## src/rtl/data_memory_ctrl.sv

```systemverilog
// Single-port synchronous-read data RAM with a hardware init walker that loads reset values after reset or on Clr.
// Latency: 1 cycle read and write. Backpressure: Busy blocks the CPU port while the walker runs; writes seen then pulse Wr_drop.
module data_memory_ctrl #(
    parameter int                DATA_W       = 8,
    parameter int                ADDR_W       = 5,
    parameter int                SPECIAL_ADDR = 27,
    parameter logic [DATA_W-1:0] SPECIAL_INIT = '1
) (
    input  logic              Clk,
    input  logic              Reset_n,
    input  logic              En,
    input  logic              Rd,
    input  logic [ADDR_W-1:0] Address,
    input  logic [DATA_W-1:0] Data_in,
    input  logic              Clr,
    output logic [DATA_W-1:0] Data_out,
    output logic              Rd_valid,
    output logic              Busy,
    output logic              Wr_drop
);
    localparam int                DEPTH     = 2**ADDR_W;
    localparam logic [ADDR_W-1:0] SPECIAL_A = ADDR_W'(SPECIAL_ADDR);
    localparam logic [ADDR_W-1:0] LAST_A    = ADDR_W'(DEPTH - 1);

    typedef enum logic {ST_INIT, ST_IDLE} state_t;

    state_t            state_q, state_d;
    logic [ADDR_W-1:0] cnt_q, cnt_d;
    logic [DATA_W-1:0] dout_q, dout_d;
    logic              rd_valid_q, rd_valid_d;
    logic              wr_drop_q, wr_drop_d;

    logic [DATA_W-1:0] mem [DEPTH];
    logic              mem_we;
    logic [ADDR_W-1:0] mem_waddr;
    logic [DATA_W-1:0] mem_wdata;

    always_comb begin
        state_d    = state_q;
        cnt_d      = cnt_q;
        dout_d     = dout_q;
        rd_valid_d = 1'b0;
        wr_drop_d  = 1'b0;
        mem_we     = 1'b0;
        mem_waddr  = Address;
        mem_wdata  = Data_in;
        case (state_q)
            ST_INIT: begin
                mem_we    = 1'b1;
                mem_waddr = cnt_q;
                mem_wdata = (cnt_q == SPECIAL_A) ? SPECIAL_INIT : '0;
                wr_drop_d = En;
                if (cnt_q == LAST_A) begin
                    state_d = ST_IDLE;
                    cnt_d   = '0;
                end else begin
                    cnt_d = cnt_q + ADDR_W'(1);
                end
            end
            ST_IDLE: begin
                // Write-first on the shared address, unless Clr discards the write.
                if (Rd) begin
                    rd_valid_d = 1'b1;
                    dout_d     = (En && !Clr) ? Data_in : mem[Address];
                end
                if (Clr) begin
                    state_d   = ST_INIT;
                    cnt_d     = '0;
                    wr_drop_d = En;
                end else begin
                    mem_we = En;
                end
            end
            default: begin
                state_d = ST_INIT;
                cnt_d   = '0;
            end
        endcase
    end

    always_ff @(posedge Clk or negedge Reset_n) begin
        if (!Reset_n) begin
            state_q    <= ST_INIT;
            cnt_q      <= '0;
            dout_q     <= '0;
            rd_valid_q <= 1'b0;
            wr_drop_q  <= 1'b0;
        end else begin
            state_q    <= state_d;
            cnt_q      <= cnt_d;
            dout_q     <= dout_d;
            rd_valid_q <= rd_valid_d;
            wr_drop_q  <= wr_drop_d;
        end
    end

    // Array has no reset; the walker overwrites every word after reset.
    always_ff @(posedge Clk) begin
        if (mem_we) begin
            mem[mem_waddr] <= mem_wdata;
        end
    end

    assign Data_out = dout_q;
    assign Rd_valid = rd_valid_q;
    assign Wr_drop  = wr_drop_q;
    assign Busy     = (state_q == ST_INIT);

endmodule

```

## config.mk

```make
export PLATFORM = sky130hd
export DESIGN_NAME = data_memory_ctrl
export DESIGN_NICKNAME = d
export VERILOG_FILES = /design/src/rtl/data_memory_ctrl.sv
export SDC_FILE = /design/constraint.sdc
export NUM_CORES = 1
export LEC_CHECK = 0
export ABC_CLOCK_PERIOD_IN_PS = 3900
export CORE_MARGIN = 2
export CORE_UTILIZATION = 40
export CTS_CLUSTER_SIZE = 24
export DETAILED_ROUTE_END_ITERATION = 10
export GPL_TIMING_DRIVEN = 0
export SKIP_LAST_GASP = 1
export SLEW_MARGIN = 20
export SYNTH_ARGS = -nofsm -noshare
export SYNTH_HDL_FRONTEND = slang
export SYNTH_SLANG_ARGS = --single-unit
```

## constraint.sdc

```tcl
create_clock -name Clk -period 3.9 [get_ports Clk]
set_input_delay 0.78 -clock Clk [delete_from_list [all_inputs] [get_ports Clk]]
set_output_delay 0.78 -clock Clk [all_outputs]
set_load 0.01 [all_outputs]
```

==> results.py <==
metrics = {
    "sta": {
        "slew-limit-headroom_pct": 29.7,
        "period_needed_ns": 3.43,
        "hold_slack_ns": 0.542,
        "final.setup.tns_ns": 0,
        "post-route-period-util_pct": 88.0,
        "rsz0062_at_grt": "false",
        "worst_pin_slew_ns": 1.06,
        "max_clock_freq_mhz": 291,
        "final-hold-violation-count": 0,
        "finalMaxSlewViolations": 0,
        "finalSetupViolations": 0,
        "clock_skew_ns": 0.00923,
    },
    "clock_tree": {
        "cts_resized": 0,
        "ctsHtreeMaxLevel": 1,
        "holdBufCountCts": 0,
        "clock_latency_ns": 0.54,
        "clk_pin_slew_ns": 0.06,
        "numClockSinks": 272,
        "cts-root-buf": "clkbuf_16",
        "postCtsSetupBuffers": 0,
        "cts_tree": "yes",
        "cts-buffers-inserted": 27,
        "clockBufferDepth": 3,
    },
    "power_and_ir_drop": {
        "intPower_mw": 5.48,
        "power.total_mw": 7.46,
        "ir_drop_uv": 397,
        "leakagePower_nw": 4.24,
        "seqPwrFrac_pct": 51.9,
        "p_switching_mw": 1.98,
        "p_comb_share_pct": 16.3,
        "clockPowerShare_pct": 31.7,
        "switching_share_pct": 26.6,
        "power_density_mw_per_mm2": 598,
    },
    "layout": {
        "layout-drive-gt1-share_pct": 16.1,
        "area_growth_pct": 13.6,
        "final_cell_mix": "256 x edfxtp_1, 68 x mux2i_1, 38 x nor2_1",
        "layout_commonest_cell": "edfxtp_1",
        "stdcell_count": 1016,
        "design_area_sq_mm": 0.0125,
        "antenna_cells": 0,
        "fin_nets": 675,
    },
    "worst_setup_path": {
        "rr_startpoint": "state_q",
        "crit_buf_inv": 4,
        "worstPathRequired_ns": 4.05,
        "crit_arrival_ns": 3.58,
        "worstPathCellList": "clkdlybuf4s50_1 -> buf_6 -> buf_2 -> buf_4 -> nand2_1 -> o2bb2ai_1 -> nand2_1 -> nor2_1",
        "crit_top_cell": "nand2_1",
        "r2r_cells": 6,
        "r2r_slack_ns": 1.24,
        "cp_num_cells": 8,
        "path_delay_family": "buffers and inverters",
        "crit_end": "mem[29][1]",
        "cp_slowest_cell": "nor2_1",
        "path_class": "input port to flop",
        "crit_start": "Address[0]",
        "cp_max_fo": 10,
        "start_kind": "input port",
        "rr_endpoint": "mem[29][1]",
        "slowest_delay_ns": 0.82,
        "endpoint_kind": "flop",
    },
    "floorplanning": {
        "dieHeight_um": 170,
        "dieArea_sq_mm": 0.0288,
        "core_area_sq_mm": 0.0270,
        "die_w_um": 170,
        "io_pins": 29,
        "initial_utilization_pct": 40.7,
        "rows": 60,
    },
    "yosys": {
        "synth_top_flop_cell": "edfxtp_1",
        "avgSynthCellArea_sq_um": 18.3,
        "syn-num-nets": 621,
        "synth_seq_cells": 272,
        "synth_cells": 601,
        "netlist_area_sq_mm": 0.0110,
        "seq_area_frac_synth_pct": 73.7,
        "synth_warnings": 0,
        "async_reset_ff_share_pct": 5.88,
        "synth-edff-count": 256,
        "yosys.cell_types.count": 46,
    },
    "routing": {
        "vias": 5778,
        "wl_per_cell_um": 24.1,
        "viasPerCell": 5.69,
        "drc": 0,
        "wirelength_mm": 24.5,
        "firstDrtPassIters": 5,
        "ant_nets": 0,
        "drt-initial-drc-count": 561,
    },
    "place": {
        "placed_cell_area_sq_mm": 0.0117,
        "dpl.cell_count": 967,
        "dp_hpwl_mm": 16.2,
        "portBuffers": 25,
        "gp_congestion": 0.849,
    },
    "grt": {
        "track_usage_pct": 17.5,
        "grt_pass1_vias": 5957,
        "antenna_found_initial": 0,
        "grt_pass1_wl_mm": 36.7,
        "grt-ovfl-total": 0,
        "grt_max_degree": 33,
    },
    "worst_hold_path": {
        "min_path_type": "flop to flop",
        "min_path_cells": 2,
    },
    "flow_run": {
        "cap_violations": 0,
    },
    "run_status": {
        "status": "finished clean",
    },
}
worst min-delay path by stage:
stage | startpoint | endpoint | slack [ns]
final | Data_out[3] | Data_out[3] | 0.54
after global placement | Data_out[1] | Data_out[1] | 0.52
after detailed placement | Data_out[2] | Data_out[2] | 0.52
after CTS | Data_out[2] | Data_out[2] | 0.54
after global routing | Data_out[0] | Data_out[0] | 0.57
after floorplan | Reset_n | Data_out[0] | 0.48
metrics by stage:
step	util, %	worst slack (ns)
global route	46.3	0.205
detailed placement	43.2	-0.186
CTS	46.3	0.370
finish	46.3	0.467
floorplan	-	1.31
global placement	43.2	-0.127
cell type report:
class / instances / area [sq um]
multi-input combinational: 295 / 2650
sequential: 272 / 8090
inverter: 3 / 11.3
timing repair buffer: 25 / 250
tap: 341 / 427
clock inverter: 13 / 73.8
clock buffer: 36 / 739
fill: 2239 / 14500
buffer: 31 / 234
power groups by stage:
stage | clock [mW] | combinational [mW] | sequential (mW)
floorplan | 0 | 0.736 | 3.90
global placement | 0 | 1.19 | 3.91
detailed placement | 0 | 1.23 | 3.94
CTS | 2.42 | 1.23 | 3.88
global route | 2.53 | 1.33 | 3.91
finish | 2.37 | 1.22 | 3.88
sequential cells by signal, summed over array words and instances, names as in the netlist:
| register | count |
|---|---|
| mem | 256 |
| Wr_drop | 1 |
| Data_out | 8 |
| Rd_valid | 1 |
| state_q | 1 |
| cnt_q | 5 |
cell usage after synthesis (3+ instances only):
library cell	number	share of area, %
and3_1	4	0.23
o21ai_1	7	0.32
nor2b_1	8	0.46
a21o_1	9	0.62
buf_4	4	0.27
a221oi_1	3	0.24
buf_6	11	1.1
mux4_2	34	7.0
o31ai_1	3	0.21
edfxtp_1	256	70
a21oi_1	16	0.73
mux2i_1	68	6.2
nand3_1	4	0.18
or4_1	5	0.34
nand2_1	25	0.85
nand2b_1	4	0.23
o21ai_0	3	0.14
buf_2	4	0.18
a22oi_1	34	2.3
nor2_1	38	1.3
dfrtp_1	16	3.6
o22a_1	3	0.24
a2111oi_2	5	0.68
clkbuf_1	8	0.27
inv_1	3	0.10
logic make-up (layout without fill, tap and decap cells):
kind of cell,count (synthesis),after routing,synth area share (%)
compound gates,95,95,6.46
fa+ha+maj,2,2,0.228
buf+inv,34,108,2.23
flops,272,272,73.7
mux,104,104,13.4
simple gates,94,94,4.02
tightest hold or removal path, cell delays in order, from the launching register on:
cell and delay, ns:
dfrtp_1 0.35, a22oi_1 0.08, o21ai_1 0.07
metal layers:
| layer | part of all wire (%) | global-route usage (%) | vias up |
|---|---|---|---|
| met5 | 0 | 0 | - |
| li1 | - | - | 2535 |
| met1 | 43 | 24.0 | 2986 |
| met2 | 47 | 27.7 | 209 |
| met4 | 3.8 | 7.47 | 0 |
| met3 | 6.4 | 3.01 | 48 |
Power figures use the tool's default switching activity.
